[src/rtl/insertion_sort_ctrl.sv]
// Control FSM for the insertion-sort engine: sequences the outer/inner sort
// loops, drives all datapath strobes and owns the AR/R and AW/W/B handshake timing.
module insertion_sort_ctrl #(
    parameter int RESP_WDTH = 1
) (
    input  logic                 clk,
    input  logic                 rst,
    input  logic                 start,
    output logic                 busy,
    output logic                 done,
    output logic                 error,
    input  logic                 elem2insert_gt_elem2compare,
    input  logic                 j_gte_0,
    input  logic                 i_lt_arr_size,
    output logic                 sl_1_incd_to_i,
    output logic                 ld_i,
    output logic                 sl_i_minus_1_decrd_to_j,
    output logic                 ld_j,
    output logic                 ld_elem2insert,
    output logic                 ld_elem2compare,
    output logic                 sl_i_j_to_arg_read_addr,
    output logic                 ld_arg_read_addr,
    output logic                 sl_j_j_plus_1_to_arg_write_addr,
    output logic                 ld_arg_write_addr,
    output logic                 sl_elem2insert_elem2compare_to_arg_write_data,
    output logic                 ld_arg_write_data,
    output logic                 ar_valid,
    input  logic                 ar_ready,
    input  logic                 r_valid,
    output logic                 r_ready,
    output logic                 aw_valid,
    input  logic                 aw_ready,
    output logic                 w_valid,
    input  logic                 w_ready,
    input  logic                 b_valid,
    output logic                 b_ready,
    input  logic [RESP_WDTH-1:0] b_resp
);

    typedef enum logic [4:0] {
        S_IDLE, S_INIT, S_CHK_I, S_KEY_SET, S_KEY_AR, S_KEY_R, S_CHK_J,
        S_CMP_SET, S_CMP_AR, S_CMP_R, S_CMP, S_SH_SET, S_SH_WR, S_SH_B,
        S_DEC_J, S_INS_SET, S_INS_WR, S_INS_B, S_INC_I, S_DONE, S_ERROR
    } state_t;

    state_t r_state;
    state_t w_next;
    logic   r_aw_done;
    logic   r_w_done;
    logic   w_in_wr;
    logic   w_aw_hs;
    logic   w_w_hs;
    logic   w_wr_complete;

    // AW and W are tracked separately so each valid can drop on its own handshake.
    assign w_in_wr       = (r_state == S_SH_WR) || (r_state == S_INS_WR);
    assign w_aw_hs       = w_in_wr && !r_aw_done && aw_ready;
    assign w_w_hs        = w_in_wr && !r_w_done && w_ready;
    assign w_wr_complete = w_in_wr && (r_aw_done || w_aw_hs) && (r_w_done || w_w_hs);

    // NOTE: state is updated with non-blocking assignments so every register
    // samples the pre-edge values, independent of process evaluation order.
    always_ff @(posedge clk) begin
        if (rst) begin
            r_state   <= S_IDLE;
            r_aw_done <= 1'b0;
            r_w_done  <= 1'b0;
        end else begin
            r_state   <= w_next;
            r_aw_done <= w_in_wr && !w_wr_complete && (r_aw_done || w_aw_hs);
            r_w_done  <= w_in_wr && !w_wr_complete && (r_w_done || w_w_hs);
        end
    end

    // NOTE: every output gets a default before the case so no path leaves a
    // signal unassigned, which would otherwise infer a latch.
    always_comb begin
        w_next                                        = r_state;
        done                                          = 1'b0;
        error                                         = 1'b0;
        sl_1_incd_to_i                                = 1'b0;
        ld_i                                          = 1'b0;
        sl_i_minus_1_decrd_to_j                       = 1'b0;
        ld_j                                          = 1'b0;
        ld_elem2insert                                = 1'b0;
        ld_elem2compare                               = 1'b0;
        sl_i_j_to_arg_read_addr                       = 1'b0;
        ld_arg_read_addr                              = 1'b0;
        sl_j_j_plus_1_to_arg_write_addr               = 1'b0;
        ld_arg_write_addr                             = 1'b0;
        sl_elem2insert_elem2compare_to_arg_write_data = 1'b0;
        ld_arg_write_data                             = 1'b0;
        ar_valid                                      = 1'b0;
        r_ready                                       = 1'b0;
        aw_valid                                      = 1'b0;
        w_valid                                       = 1'b0;
        b_ready                                       = 1'b0;

        case (r_state)
            S_IDLE: if (start) w_next = S_INIT;
            S_INIT: begin
                ld_i           = 1'b1;
                sl_1_incd_to_i = 1'b1;
                w_next         = S_CHK_I;
            end
            S_CHK_I: w_next = i_lt_arr_size ? S_KEY_SET : S_DONE;
            S_KEY_SET: begin
                ld_arg_read_addr        = 1'b1;
                sl_i_j_to_arg_read_addr = 1'b1;
                ld_j                    = 1'b1;
                sl_i_minus_1_decrd_to_j = 1'b1;
                w_next                  = S_KEY_AR;
            end
            S_KEY_AR: begin
                ar_valid = 1'b1;
                if (ar_ready) w_next = S_KEY_R;
            end
            S_KEY_R: begin
                r_ready        = 1'b1;
                ld_elem2insert = r_valid;
                if (r_valid) w_next = S_CHK_J;
            end
            S_CHK_J: w_next = j_gte_0 ? S_CMP_SET : S_INS_SET;
            S_CMP_SET: begin
                ld_arg_read_addr = 1'b1;
                w_next           = S_CMP_AR;
            end
            S_CMP_AR: begin
                ar_valid = 1'b1;
                if (ar_ready) w_next = S_CMP_R;
            end
            S_CMP_R: begin
                r_ready         = 1'b1;
                ld_elem2compare = r_valid;
                if (r_valid) w_next = S_CMP;
            end
            S_CMP: w_next = elem2insert_gt_elem2compare ? S_INS_SET : S_SH_SET;
            S_SH_SET: begin
                ld_arg_write_addr = 1'b1;
                ld_arg_write_data = 1'b1;
                w_next            = S_SH_WR;
            end
            S_SH_WR: begin
                aw_valid = !r_aw_done;
                w_valid  = !r_w_done;
                if (w_wr_complete) w_next = S_SH_B;
            end
            S_SH_B: begin
                b_ready = 1'b1;
                if (b_valid) w_next = (|b_resp) ? S_ERROR : S_DEC_J;
            end
            S_DEC_J: begin
                ld_j   = 1'b1;
                w_next = S_CHK_J;
            end
            S_INS_SET: begin
                ld_arg_write_addr                             = 1'b1;
                ld_arg_write_data                             = 1'b1;
                sl_elem2insert_elem2compare_to_arg_write_data = 1'b1;
                w_next                                        = S_INS_WR;
            end
            S_INS_WR: begin
                aw_valid = !r_aw_done;
                w_valid  = !r_w_done;
                if (w_wr_complete) w_next = S_INS_B;
            end
            S_INS_B: begin
                b_ready = 1'b1;
                if (b_valid) w_next = (|b_resp) ? S_ERROR : S_INC_I;
            end
            S_INC_I: begin
                ld_i   = 1'b1;
                w_next = S_CHK_I;
            end
            S_DONE: begin
                done   = 1'b1;
                w_next = S_IDLE;
            end
            S_ERROR: error = 1'b1;
            default: w_next = S_IDLE;
        endcase
    end

    assign busy = (r_state != S_IDLE) && (r_state != S_DONE) && (r_state != S_ERROR);

endmodule
[config.mk]
export PLATFORM = sky130hd
export DESIGN_NAME = insertion_sort_ctrl
export DESIGN_NICKNAME = d
export VERILOG_FILES = /design/src/rtl/insertion_sort_ctrl.sv
export SDC_FILE = /design/constraint.sdc
export NUM_CORES = 1
export LEC_CHECK = 0
export BUFFER_PORTS_ARGS = -buffer_cell sky130_fd_sc_hd__buf_2
export CAP_MARGIN = 20
export CORE_MARGIN = 3
export CORE_UTILIZATION = 50
export DETAILED_ROUTE_END_ITERATION = 10
export PLACE_DENSITY_LB_ADDON = 0.1
export SYNTH_ARGS = -nofsm -noshare
export SYNTH_HDL_FRONTEND = slang
export SYNTH_SLANG_ARGS = --single-unit
[constraint.sdc]
create_clock -name clk -period 4.6 [get_ports clk]
set_input_delay 0.46 -clock clk [delete_from_list [all_inputs] [get_ports clk]]
set_output_delay 0.46 -clock clk [all_outputs]
set_load 0.05 [all_outputs]
==> impl_metrics.json <==
{
  "status": "complete, no violations",
  "avgViaCountPerCell": 5.718,
  "grt_pass1_wl_um": 3174,
  "finalHoldViolations": 0,
  "instances_no_fill": 149,
  "cts_tree": "done",
  "slew-limit-headroom_pct": 53.32,
  "rsz0062_at_grt": "no",
  "first_iter_violations": 30,
  "rrSetupSlack_ps": 2430,
  "die_width_um": 45.04,
  "drt-met1-wl_um": 885,
  "core_um2": 1366,
  "fin_crit_ps": 2478,
  "io_pins": 32,
  "synth.largest_area_cell": "dfxtp_1",
  "synth_commonest_cells": "nor2_1, nand2_1, clkbuf_1, dfxtp_1, nand2b_1",
  "finalNetCount": 147,
  "start_util_pct": 55.77,
  "dp_hpwl_um": 1344,
  "drv_cap": 0,
  "critPathArrivalTime_ps": 2020,
  "nFillCells": 134,
  "post_drt_wl_per_cell_um": 12.44,
  "place_congestion": 0.8392,
  "post_cts_buffers": 0,
  "critPathMaxFanout": 25,
  "holdWs_ps": 477.9,
  "finClkSkew_ps": 0.2883,
  "ys_ff_latch": 7,
  "area_delta_synth_final_pct": 16.58,
  "top_layer": "met3",
  "cts_buffers": 3,
  "rows": 13,
  "yosys_warnings": 0,
  "clk_latency_ps": 250,
  "worst_slew_pin_slew_ps": 699.3,
  "critPathKind": "flop to output port",
  "netlist_instances": 113,
  "syn_nets": 125,
  "rr_endpoint": "r_state[0]",
  "num_vias": 852,
  "cp-end-kind": "output port",
  "path_clk_slew_ps": 50,
  "start_kind": "flop",
  "holdPathStages": 2,
  "crit_buf_inv": 1,
  "crit_path_top_delay_cell": "dfxtp_1",
  "io_buffers": 30,
  "synthArstFlopShare_pct": 0,
  "wl_met2_um": 813,
  "grt_max_degree": 26,
  "fin_crit_sh_pct": 53.87,
  "path_cells": "or3b_4, nand2_1, nand2_1, nor2_1, buf_2",
  "root_buffer": "clkbuf_4",
  "powerDensity_nw_per_um2": 605.6,
  "cp_top_family": "flip-flops",
  "critPathRequiredTime_ps": 4140,
  "clk_path_buf_depth": 2,
  "drc": 0,
  "cts_resized": 0,
  "wl_met3_um": 153,
  "grt-ovfl-total": 0,
  "hp-start": "rst",
  "dr.pass1.iters": 4,
  "max_stage_delay_ps": 770,
  "grt_usage_pct": 20.65,
  "rr_startpoint": "r_state[4]",
  "setup_viol": 0,
  "antenna_found_initial": 0,
  "synth_area_um2": 762.0,
  "ant_nets": 0,
  "synth_area_per_cell_um2": 6.743,
  "critical_path.most_common_cell": "nand2_1",
  "synth_cell_types": 40,
  "drive_above_1_share_pct": 27.61,
  "hold_class": "primary input to flop",
  "netlist.area_leader.share_pct": 18.39,
  "dp.cells": 145,
  "reg2regPathDepth": 4,
  "ir_drop_uv": 374.5,
  "p_leak_uw": 0.0004407,
  "setup_tns_ps": 0,
  "synth.area.top_cells": "dfxtp_1, nor2_1, nand2b_1, nand2_1, a21oi_1",
  "clock_tree.htree_level_count": 1,
  "max_freq_mhz": 403.6,
  "clock-sinks": 7,
  "synth_most_common_cell": "nor2_1",
  "min_to": "r_state[3]",
  "utilization_pct": 65.02,
  "ys_seq_area_share_pct": 18.39,
  "hold_buffers": 0,
  "grt_pass1_vias": 697,
  "drt_wl_total_um": 1853,
  "ys.flop_type": "dfxtp_1",
  "dieArea_um2": 2028,
  "die_y_um": 45.04,
  "num_antenna_cells": 0,
  "drv_slew": 0,
  "synth_edf_count": 0
}
-- through the flow --
step                cell area (um2)  total power (uW)  setup WS (ps)
floorplan                     762.0             424.5           1834
global placement              862.1             479.4           2418
detailed placement            862.1             482.9           2409
CTS                           888.4             539.3           2132
global route                  888.4             583.1           1953
finish                        888.4             538.0           2122
-- cells in the final DEF, fill, tap and decap left out, types with 2 or more instances in the layout --
| cell type | instances |
|---|---|
| a2111oi_0 | 2 |
| a21oi_1 | 6 |
| a31oi_1 | 2 |
| buf_2 | 30 |
| clkbuf_4 | 3 |
| dfxtp_1 | 7 |
| inv_1 | 3 |
| mux2i_1 | 3 |
| nand2_1 | 11 |
| nand2b_1 | 7 |
| nand3_1 | 2 |
| nor2_1 | 16 |
| nor2b_1 | 3 |
| nor3_1 | 6 |
| nor4_1 | 4 |
| o21a_1 | 2 |
| o21ai_0 | 5 |
| or3_1 | 2 |
-- worst max path at each step --
stage                           from                      end  slack [ps]  cells past startpoint
after floorplan           r_state[0]  sl_i_minus_1_decrd_to_j        1830                      4
after global placement    r_state[4]                  w_valid        2420                      5
after detailed placement  r_state[4]                  w_valid        2410                      5
after CTS                 r_state[4]                  w_valid        2130                      5
after global routing      r_state[4]                  w_valid        1950                      5
final                     r_state[4]                  w_valid        2120                      5
-- logic make-up (layout without fill, tap and decap cells) --
logic type             Yosys count  in the layout  share of synthesized area [%]
AND/OR/NAND/NOR                 59             59                          40.40
buffers and inverters           16             37                          10.51
multiplexers                     4              4                          5.911
AO/OA/AOI/OAI                   25             25                          23.15
flip-flops                       7              7                          18.39
other                            1              1                         0.4921
XOR/XNOR                         1              1                          1.150
-- metal layers --
metal	global-route usage (%)	up-vias
met2	29.94	36
met5	0	-
li1	-	439
met4	3.509	0
met1	30.19	377
met3	6.375	0
-- registers in the layout, summed over array words and instances (netlist names) --
register   count
r_aw_done      1
r_state        5
r_w_done       1
-- area by class of cell --
type	count	area, um2	area share (%)
inverter	3	11.26	1.268
timing repair buffer	30	150.1	16.90
multi-input combinational	90	541.8	60.99
tap	15	18.77	2.113
sequential	7	140.1	15.77
clock buffer	4	26.28	2.958
-- power breakdown --
group          switching [uW]  total [uW]  internal [uW]
logic                     225         346            121
clock network            22.2        55.2           33.1
registers                62.4         136           74.0
total                     310         538            228
Note: power is estimated with default switching activity, not from simulation.
